--- src/rtl/pistorm_pkg.sv ---
// Shared state encoding and bus-width constants for the PiStorm 68000 bus target.
package pistorm_pkg;

  localparam int ADDR_W     = 23;
  localparam int DATA_W     = 16;
  localparam int SYNC_DEPTH = 2;

  typedef enum logic [2:0] {
    IDLE,
    MISS,
    DSWAIT,
    REQ,
    SETUP,
    ACK
  } state_e;

endpackage

--- src/rtl/pistorm_sync2.sv ---
// Multi-flop synchroniser for a vector of asynchronous, independently sampled bus strobes.
module pistorm_sync2
  import pistorm_pkg::*;
#(
  parameter int unsigned    W       = 1,
  parameter logic [W-1:0]   RST_VAL = '0
) (
  input  logic         clk_i,
  input  logic         rst_i,
  input  logic [W-1:0] d_i,
  output logic [W-1:0] q_o
);

  logic [W-1:0] stage_q [SYNC_DEPTH];

  always_ff @(posedge clk_i) begin
    if (rst_i) begin
      for (int i = 0; i < SYNC_DEPTH; i++) stage_q[i] <= RST_VAL;
    end else begin
      stage_q[0] <= d_i;
      for (int i = 1; i < SYNC_DEPTH; i++) stage_q[i] <= stage_q[i-1];
    end
  end

  assign q_o = stage_q[SYNC_DEPTH-1];

endmodule

--- src/rtl/m68k_bus_target.sv ---
// 68000 async-bus target: decodes a window and forwards each hit as one local req/ack access.
// Optional bus-error timeout is enabled by defining M68K_TARGET_BERR_EN.
module m68k_bus_target
  import pistorm_pkg::*;
#(
  parameter logic [23:0] ADDR_BASE  = 24'h200000,
  parameter logic [23:0] ADDR_MASK  = 24'hE00000,
  parameter int unsigned DATA_SETUP = 4,
  parameter int unsigned TIMEOUT    = 255
) (
  input  logic              c200m,
  input  logic              rst,
  input  logic              m68k_as_n,
  input  logic              m68k_uds_n,
  input  logic              m68k_lds_n,
  input  logic              m68k_rw,
  input  logic [ADDR_W-1:0] m68k_addr,
  input  logic [DATA_W-1:0] m68k_d_in,
  output logic [DATA_W-1:0] m68k_d_out,
  output logic              m68k_d_oe,
  output logic              dtack_oe,
  output logic              berr_oe,
  output logic              loc_req,
  output logic              loc_we,
  output logic [1:0]        loc_be,
  output logic [ADDR_W-1:0] loc_addr,
  output logic [DATA_W-1:0] loc_wdata,
  input  logic [DATA_W-1:0] loc_rdata,
  input  logic              loc_ack
);

  localparam logic [3:0] SETUP_LAST = 4'(DATA_SETUP - 1);
  localparam logic [7:0] TMO_LAST   = 8'(TIMEOUT - 1);

  logic [3:0] sync_s;
  logic       as_s, rw_s;
  logic [1:0] ds_s;
  logic       hit;

  // Strobes reset to their released level so reset never looks like a bus cycle.
  pistorm_sync2 #(.W(4), .RST_VAL(4'hF)) u_sync (
    .clk_i (c200m),
    .rst_i (rst),
    .d_i   ({m68k_as_n, m68k_uds_n, m68k_lds_n, m68k_rw}),
    .q_o   (sync_s)
  );

  assign {as_s, ds_s, rw_s} = {sync_s[3], sync_s[2:1], sync_s[0]};
  assign hit = (({m68k_addr, 1'b0} & ADDR_MASK) == (ADDR_BASE & ADDR_MASK));

  state_e              state_q, state_d;
  logic                req_q, req_d, we_q, we_d, doe_q, doe_d;
  logic                dtack_q, dtack_d, berr_q, berr_d, abort_q, abort_d;
  logic [1:0]          be_q, be_d;
  logic [ADDR_W-1:0]   addr_q, addr_d;
  logic [DATA_W-1:0]   wdata_q, wdata_d, dout_q, dout_d;
  logic [7:0]          tmo_q, tmo_d;
  logic [3:0]          set_q, set_d;

  always_ff @(posedge c200m) begin
    if (rst) begin
      state_q <= IDLE;
      req_q   <= 1'b0;
      we_q    <= 1'b0;
      doe_q   <= 1'b0;
      dtack_q <= 1'b0;
      berr_q  <= 1'b0;
      abort_q <= 1'b0;
      be_q    <= '0;
      addr_q  <= '0;
      wdata_q <= '0;
      dout_q  <= '0;
      tmo_q   <= '0;
      set_q   <= '0;
    end else begin
      state_q <= state_d;
      req_q   <= req_d;
      we_q    <= we_d;
      doe_q   <= doe_d;
      dtack_q <= dtack_d;
      berr_q  <= berr_d;
      abort_q <= abort_d;
      be_q    <= be_d;
      addr_q  <= addr_d;
      wdata_q <= wdata_d;
      dout_q  <= dout_d;
      tmo_q   <= tmo_d;
      set_q   <= set_d;
    end
  end

  always_comb begin
    state_d = state_q;
    req_d   = req_q;
    we_d    = we_q;
    doe_d   = doe_q;
    dtack_d = dtack_q;
    berr_d  = berr_q;
    abort_d = abort_q;
    be_d    = be_q;
    addr_d  = addr_q;
    wdata_d = wdata_q;
    dout_d  = dout_q;
    tmo_d   = tmo_q;
    set_d   = set_q;
    unique case (state_q)
      IDLE:   if (!as_s) state_d = hit ? DSWAIT : MISS;
      MISS:   if (as_s) state_d = IDLE;
      DSWAIT: begin
        if (as_s) begin
          state_d = IDLE;
        end else if (ds_s != 2'b11) begin
          we_d    = !rw_s;
          be_d    = ~ds_s;
          addr_d  = m68k_addr;
          if (!rw_s) wdata_d = m68k_d_in;
          req_d   = 1'b1;
          tmo_d   = '0;
          abort_d = 1'b0;
          state_d = REQ;
        end
      end
      REQ: begin
        // A master that gives up mid-request still sees the access finish, just unacknowledged.
        if (as_s) abort_d = 1'b1;
        if (loc_ack) begin
          req_d = 1'b0;
          if (abort_q || as_s) begin
            state_d = IDLE;
          end else if (!we_q) begin
            dout_d  = loc_rdata;
            doe_d   = 1'b1;
            set_d   = '0;
            state_d = SETUP;
          end else begin
            dtack_d = 1'b1;
            state_d = ACK;
          end
        end
`ifdef M68K_TARGET_BERR_EN
        else if (tmo_q == TMO_LAST) begin
          req_d = 1'b0;
          if (as_s) begin
            state_d = IDLE;
          end else begin
            berr_d  = 1'b1;
            state_d = ACK;
          end
        end
`endif
        else if (tmo_q != TMO_LAST) begin
          tmo_d = tmo_q + 8'd1;
        end
      end
      SETUP: begin
        if (as_s) begin
          doe_d   = 1'b0;
          state_d = IDLE;
        end else if (set_q == SETUP_LAST) begin
          dtack_d = 1'b1;
          state_d = ACK;
        end else begin
          set_d = set_q + 4'd1;
        end
      end
      ACK: begin
        if (as_s) begin
          dtack_d = 1'b0;
          doe_d   = 1'b0;
          berr_d  = 1'b0;
          state_d = IDLE;
        end
      end
      default: state_d = IDLE;
    endcase
  end

  assign m68k_d_out = dout_q;
  assign m68k_d_oe  = doe_q;
  assign dtack_oe   = dtack_q;
  assign berr_oe    = berr_q;
  assign loc_req    = req_q;
  assign loc_we     = we_q;
  assign loc_be     = be_q;
  assign loc_addr   = addr_q;
  assign loc_wdata  = wdata_q;

endmodule

--- config.mk ---
export PLATFORM = sky130hd
export DESIGN_NAME = m68k_bus_target
export DESIGN_NICKNAME = d
export VERILOG_FILES = /design/src/rtl/pistorm_pkg.sv /design/src/rtl/pistorm_sync2.sv /design/src/rtl/m68k_bus_target.sv
export SDC_FILE = /design/constraint.sdc
export NUM_CORES = 1
export LEC_CHECK = 0
export ABC_AREA = 1
export CAP_MARGIN = 20
export CORE_ASPECT_RATIO = 1.75
export CORE_MARGIN = 5
export CORE_UTILIZATION = 30
export CTS_CLUSTER_DIAMETER = 100
export DETAILED_ROUTE_END_ITERATION = 12
export HOLD_SLACK_MARGIN = 0.08
export PLACE_DENSITY_LB_ADDON = 0.08
export SYNTH_ARGS = -nofsm -noshare
export SYNTH_HDL_FRONTEND = slang
export SYNTH_SLANG_ARGS = --single-unit
export TNS_END_PERCENT = 20
--- constraint.sdc ---
create_clock -name c200m -period 2 [get_ports c200m]
set_clock_uncertainty 0.1 [all_clocks]
set_input_delay 0.4 -clock c200m [delete_from_list [all_inputs] [get_ports c200m]]
set_output_delay 0.4 -clock c200m [all_outputs]
set_load 0.05 [all_outputs]
==> impl_results.md, run 1 <==
- Outcome: completed
- Primary FF master, synth: dfxtp_1
- Slew margin rel.: 0.651
- Worst skew pair latency: 0.33 ns
- Final HPWL DP: around 6.2 mm
- Initial DRC Count: between 100 and 150
- Cell Pwr Density: 813 mW/mm^2
- Area Overhead vs Synth: 50.8%
- H-tree levels: 3
- Wire per inst: 13.5 microns
- Worst r2r path cells: 8
- Synthesized area per cell: 8.04 sq um
- Std-Cell Rows: 48
- Share of the synthesized area in the top cell type: 0.507
- Number of remaining DRC errors: 0
- Critical path endpoint category: output pin
- ANT nets after route: 0
- CP Class: flop to output pin
- Power, Total: between 3 and 4 mW
- Reg2reg setup slack: roughly 0.32 ns
- Hold Path End: u_sync.stage_q[0][7]
- Critical Path AT: around 1.5 ns
- Clock sink total: 77
- Mapped Cells: about 380
- Area of the multi-input gates: 0.00130 sq mm
- Final net count: 560
- FF-to-FF End: loc_wdata[14]
- Max-Cap Viols: 0
- Global-route wire length before repair: about 14 mm
- Peak supply drop: between 400 and 500 uV
- DR vias/cell: ~4.5
- Core ar.: 0.00991 sq mm
- Reg area: approximately 0.0015 sq mm
- Clk pin slew, worst setup/hold paths: about 0.060 ns
- Root cell of the clock tree: clkbuf_16
- Worst path cell trace: clkdlybuf4s50_1
- Die area: ~0.012 sq mm
- Area leader, netlist: dfxtp_1
- CP peak stage delay: 0.80 ns
- Chip height: ~140 microns
- Worst Hold Launch: u_sync.stage_q[0][3]
- CTS tree: yes
- Distinct cells, synth: 32
- Initial Utilization: 0.307
- Number of synthesized flops with an enable pin: 0
- Yosys reg bits: 77
- Synthesized cell area: between 0.003 and 0.004 sq mm
- Most repeated cell in the gate-level netlist after synthesis: nor2_1
- Final Max Tran Viols: 0
- Worst reg2reg path startpoint: state_q[2]
- Top achievable clock speed: roughly 510 MHz
- GP Congestion: about 0.77
- Largest net degree at the start of global routing: 45
- Yosys warnings: 0
- Gr ovfl total: 0
- Cell type of the slowest stage on the worst timing path: clkdlybuf4s50_1
- TNS Setup: 0 ns
- Bufs on Longest Clock Path: 2
- Period utilization: 0.984
- P_leak: 1.99 nW
- Total number of vias: about 2,800
- Vias in the first global route: approximately 2,800
- Final Util: 0.463
- First drt pass iteration count: 4
- Port Buffers: ~120
- Worst EP required: 1.50 ns
- Period minus WS final: roughly 2.0 ns
- HP Class: flop to flop
- Startpoint Class: flop
- Commonest cells post-synth: nor2_1, dfxtp_1, nand2_1
- Synth area leaders: dfxtp_1, nor2_1, o21ai_0
- DIE WIDTH: 86.1 microns
- Finish-stage setup viols: 0
- Layout fillers: between 1,000 and 1,500
- RSZ-0062 raised after global routing: no
- Hold path depth: 1
- Post-Route WL: 8.43 mm
- Max FO, Critical Path: 2
- Antenna Cells: 0
- Async set or reset register ratio after synthesis: 0
- Final hold violations: 0
- Layout cells sized above 1: 0.174
- Seq/Total Area, Yosys: 0.507
- Worst Path Buf+Inv: 1
- All-layer global routing usage: 0.143
- Initial antenna violation count: 0
- Cts bufs inserted: 9
- Tightest Pin Transition: between 0.5 and 0.6 ns
- Delay-heaviest family, CP: buffers and inverters
- Number of placed I/O pins: between 100 and 150
- Mapped Nets: about 440
cells by family after synthesis:
kind of cell	after synthesis	share of synthesized area
adders and majority gates	1	0.00412
DFF	77	0.507
other	1	0.00123
and+or+nand+nor	187	0.279
xor gates and xnor gates	2	0.00576
AOI/OAI and AO/OA	75	0.138
buffers and inverters	35	0.0642
stage by stage:
| stage | cell area [sq um] | cells | hold WS [ns] | setup slack [ns] |
|---|---|---|---|---|
| 3_3_place_gp | 4280 | 611 | 0.291 | 0.173 |
| 2_1_floorplan | 3040 | 378 | 0.289 | 0.458 |
| 5_1_grt | 4580 | 626 | 0.319 | 0.00146 |
| 6_report | 4580 | 626 | 0.306 | 0.0326 |
| 4_1_cts | 4550 | 626 | 0.312 | 0.00204 |
| 3_5_place_dp | 4280 | 611 | 0.298 | 0.167 |
per-layer routing:
metal | share of wire | up-vias | routed length, microns | track usage
met1 | 0.39 | 1253 | 3260 | 0.154
met4 | 0.024 | 0 | 203 | 0.0751
met2 | 0.51 | 90 | 4320 | 0.252
met5 | 0 | - | 0 | 0
li1 | - | 1455 | - | -
met3 | 0.076 | 13 | 640 | 0.0398
registers in the layout, indices dropped and copies added (netlist names):
name	count
state_q	3
loc_addr	23
abort_q	1
m68k_d_out	16
u_sync.stage_q	8
loc_req	1
m68k_d_oe	1
loc_be	2
set_q	4
loc_we	1
dtack_oe	1
loc_wdata	16
how the worst max path moves through the flow:
stage | from | to | slack, ns | cells after the start
after floorplan | loc_we | m68k_d_out[10] | 0.46 | 8
after global placement | loc_ack | m68k_d_out[13] | 0.17 | 7
after CTS | loc_wdata[1] | loc_wdata[1] | 0.002 | 1
after global routing | loc_addr[20] | loc_addr[20] | 0.001 | 1
after detailed placement | loc_ack | m68k_d_out[11] | 0.17 | 7
final | loc_wdata[8] | loc_wdata[8] | 0.03 | 1
final cells by class:
class,count,area share
clock buffer,14,0.0598
timing repair buffer,127,0.270
clock inverter,1,0.00109
tap,125,0.0341
multi-input combinational,266,0.284
sequential,77,0.336
inverter,16,0.0145
what timing repair did:
action                                  in CTS  in global routing
resized for setup                            0                 12
setup buffers                                0                  0
endpoints found under the setup margin       0                 12
hold buffers                                 0                  0
cells in the final DEF (no fill, tap or decap), drive strengths merged:
master | Yosys | layout
nor3 | 1 | 1
a211oi | 1 | 1
inv | 14 | 14
conb | 1 | 1
o211ai | 1 | 1
o21ai | 44 | 44
nand2 | 54 | 54
nand3 | 25 | 25
clkbuf | 8 | 14
a21oi | 28 | 28
clkdlybuf4s50 | 0 | 80
a31oi | 1 | 1
dlymetal6s2s | 0 | 12
ha | 1 | 1
or2 | 10 | 10
nor2 | 97 | 97
xor2 | 1 | 1
clkinv | 2 | 3
dfxtp | 77 | 77
xnor2 | 1 | 1
buf | 11 | 35
report_power, final:
| group | total [mW] | switching [mW] | internal, mW | leakage (nW) |
|---|---|---|---|---|
| registers | 1.64 | 0.0477 | 1.59 | 0.623 |
| logic | 0.588 | 0.338 | 0.250 | 1.23 |
| clock network | 1.51 | 0.572 | 0.933 | 0.139 |
(Power assumes the default switching activity.)
==> run 2, diff against run 1 <==
- CORE_MARGIN: 5 -> 1
==> run 2 against run 1 <==
Effect of this change:
- maximum frequency fell by 0.10%
- die area is 14% lower
- hold slack got worse by 0.0015 ns
- sequential power about the same
- core utilization rose by 0.83 points
- sequential share of layout area shrank 0.39 points
- via count up 0.21%
- register-to-register slack improved by 0.03 ns
- clock-buffer cell count stayed put
- final cell count is 0.16% higher
- non-clock buffer count is 1 higher
- critical endpoint is now loc_wdata[12]
- largest power group unchanged
- highest routed layer unchanged
==> impl_results.md, run 2 (same netlist as run 1, synthesis figures left out) <==
- Outcome: completed
- Final hold violations: 0 (unchanged)
- Chip height: 135 microns (-5.6%)
- First drt pass iteration count: 4 (unchanged)
- Worst path cell trace: clkdlybuf4s50_1
- TNS Setup: 0 ns (unchanged)
- Sequential Power Share: 0.426 (-0.013)
- Initial DRC Count: 107 (-20%)
- ANT nets after route: 0 (unchanged)
- Peak supply drop: 479 uV (+17%)
- Number of placed I/O pins: 124 (unchanged)
- Worst Hold Launch: u_sync.stage_q[0][2]
- HP Class: flop to flop
- Total number of vias: 2,817 (+0.21%)
- Comb pwr share: 0.154 (-0.004)
- DR vias/cell: 4.49 (about the same)
- Worst reg2reg path startpoint: state_q[2]
- Max-Cap Viols: 0 (unchanged)
- Gr ovfl total: 0 (unchanged)
- Worst r2r path cells: 8 (unchanged)
- Initial Utilization: 0.309 (+0.00187)
- Layout fillers: 1,010 (-1.8%)
- Number of remaining DRC errors: 0 (unchanged)
- Most common cell after layout, fill and taps aside: nor2_1
- Finish-stage setup viols: 0 (unchanged)
- Max FO, Critical Path: 2 (unchanged)
- Cts bufs inserted: 9 (unchanged)
- Internal power: 2.87 mW (+3.5%)
- Hold path depth: 1 (unchanged)
- CP Class: flop to output pin
- Delay-heaviest family, CP: buffers and inverters
- Clk network pwr share: 0.420 (+0.016)
- Cell Count, Final, Fillers Out: 627 (+0.16%)
- All-layer global routing usage: 0.161 (+0.0176)
- Port Buffers: 122 (unchanged)
- Most frequent cells in the layout: nor2_1, dfxtp_1, clkdlybuf4s50_1
- Power, Total: 3.84 mW (+2.9%)
- Bufs on Longest Clock Path: 2 (unchanged)
- Startpoint Class: flop
- Layout cells sized above 1: 0.165 (-0.00831)
- Wire per inst: 13.0 microns (-3.3%)
- Post-Route WL: 8.16 mm (-3.1%)
- Worst skew pair latency: 0.33 ns (about the same)
- CP peak stage delay: 0.80 ns (about the same)
- Critical Path AT: 1.47 ns (about the same)
- Largest net degree at the start of global routing: 45 (unchanged)
- Period minus WS final: 1.97 ns (+0.00199 ns)
- Area of the multi-input gates: 0.00130 sq mm (unchanged)
- Clock sink total: 77 (unchanged)
- DIE WIDTH: 78.1 microns (-9.3%)
- Tightest Pin Transition: 0.528 ns (+0.00532 ns)
- Cell Pwr Density: 827 mW/mm^2 (+1.7%)
- Std-Cell Rows: 48 (unchanged)
- Area Overhead vs Synth: 52.6%
- Period utilization: 0.985 (+0.000996)
- Antenna Cells: 0 (unchanged)
- Global-route wire length before repair: 13.1 mm (-4.9%)
- Top achievable clock speed: 508 MHz (-0.10%)
- Critical path endpoint category: output pin
- Initial antenna violation count: 0 (unchanged)
- Max reg flops: 23 (unchanged)
- Post-CTS setup buffer count: 0 (unchanged)
- Final HPWL DP: 5.71 mm (-7.5%)
- Worst Path Buf+Inv: 1 (unchanged)
- Root cell of the clock tree: clkbuf_16
- Reg area: 0.00154 sq mm (unchanged)
- Worst EP required: 1.50 ns (about the same)
- Net switching power: 0.969 mW (+1.2%)
- Vias in the first global route: 2,674 (-5.2%)
- Hold Path End: u_sync.stage_q[0][6]
- Die area: 0.0106 sq mm (-14%)
- CTS tree: yes
- Clk pin slew, worst setup/hold paths: 0.06 ns (about the same)
- Final net count: 561 (+0.18%)
- RSZ-0062 raised after global routing: no
- P_leak: 2.17 nW (+8.8%)
- FF-to-FF End: loc_wdata[13]
- Cell type of the slowest stage on the worst timing path: clkdlybuf4s50_1
- Core ar.: 0.00985 sq mm (-0.61%)
- Reg2reg setup slack: 0.35 ns (+0.03 ns)
- Sw frac: 0.253 (-0.00422)
- Placed insts: 612 (+0.16%)
- H-tree levels: 3 (unchanged)
- Final Max Tran Viols: 0 (unchanged)
- GP Congestion: 0.810 (+4.7%)
- Slew margin rel.: 0.648 (-0.00355)
run 2: cell count changes in the layout (fill, tap and decap cells not counted), sizes merged:
cell,previous run,this run
clkdlybuf4s50,80,74
bufinv,0,1
dlygate4sd2,0,1
dlymetal6s2s,12,21
clkinv,3,2
buf,35,32
run 2: cell type report:
class                   count  area share
multi-input cells         266       0.281
repair buffers            128       0.275
clock inverters             1     0.00647
well taps                 125      0.0337
flip-flops and latches     77       0.332
clock buffers              14      0.0569
inverters                  16      0.0143
run 2: per-stage QoR:
step | cell area, sq um | worst slack, ns | hold slack, ns | util
after CTS | 4590 | 0.00900 | 0.309 | 0.466
after floorplan | 3040 | 0.458 | 0.289 | -
after global placement | 4290 | 0.199 | 0.293 | 0.436
after global routing | 4640 | 0.00112 | 0.316 | 0.471
after detailed placement | 4290 | 0.154 | 0.296 | 0.436
final | 4640 | 0.0306 | 0.305 | 0.471
run 2: how the worst max path moves through the flow:
stage                       start        endpoint  slack (ns)  cells after the start
finish              loc_wdata[12]   loc_wdata[12]        0.03                      1
global route         loc_wdata[7]    loc_wdata[7]       0.001                      1
CTS                 loc_wdata[10]   loc_wdata[10]       0.009                      1
detailed placement        loc_ack   m68k_d_out[8]        0.15                      7
global placement          loc_ack   m68k_d_out[4]        0.20                      7
floorplan                  loc_we  m68k_d_out[10]        0.46                      8
run 2: routing by layer:
| layer | global-route usage | up-vias | share of wire |
|---|---|---|---|
| met5 | 0 | - | 0 |
| met4 | 0.0782 | 0 | 0.019 |
| met3 | 0.0424 | 13 | 0.059 |
| met2 | 0.284 | 91 | 0.51 |
| met1 | 0.176 | 1261 | 0.41 |
| li1 | - | 1452 | - |
run 2: power groups by stage:
| stage | combinational (mW) | sequential [mW] | clock [mW] |
|---|---|---|---|
| floorplan | 0.294 | 1.73 | 0 |
| global placement | 0.592 | 1.67 | 0 |
| detailed placement | 0.595 | 1.67 | 0 |
| CTS | 0.597 | 1.63 | 1.66 |
| global route | 0.648 | 1.64 | 1.73 |
| finish | 0.589 | 1.63 | 1.61 |
run 2: repair_timing:
action	in CTS	in global routing
pin swaps	0	0
resized for setup	1	21
endpoints found under the setup margin	1	21
hold buffers	0	0
==> run 3, diff against run 2 <==
- GPL_ROUTABILITY_DRIVEN: not set -> 0
==> results of run 3 <==
The final DEF is identical to that of run 2; final timing and power are the same.
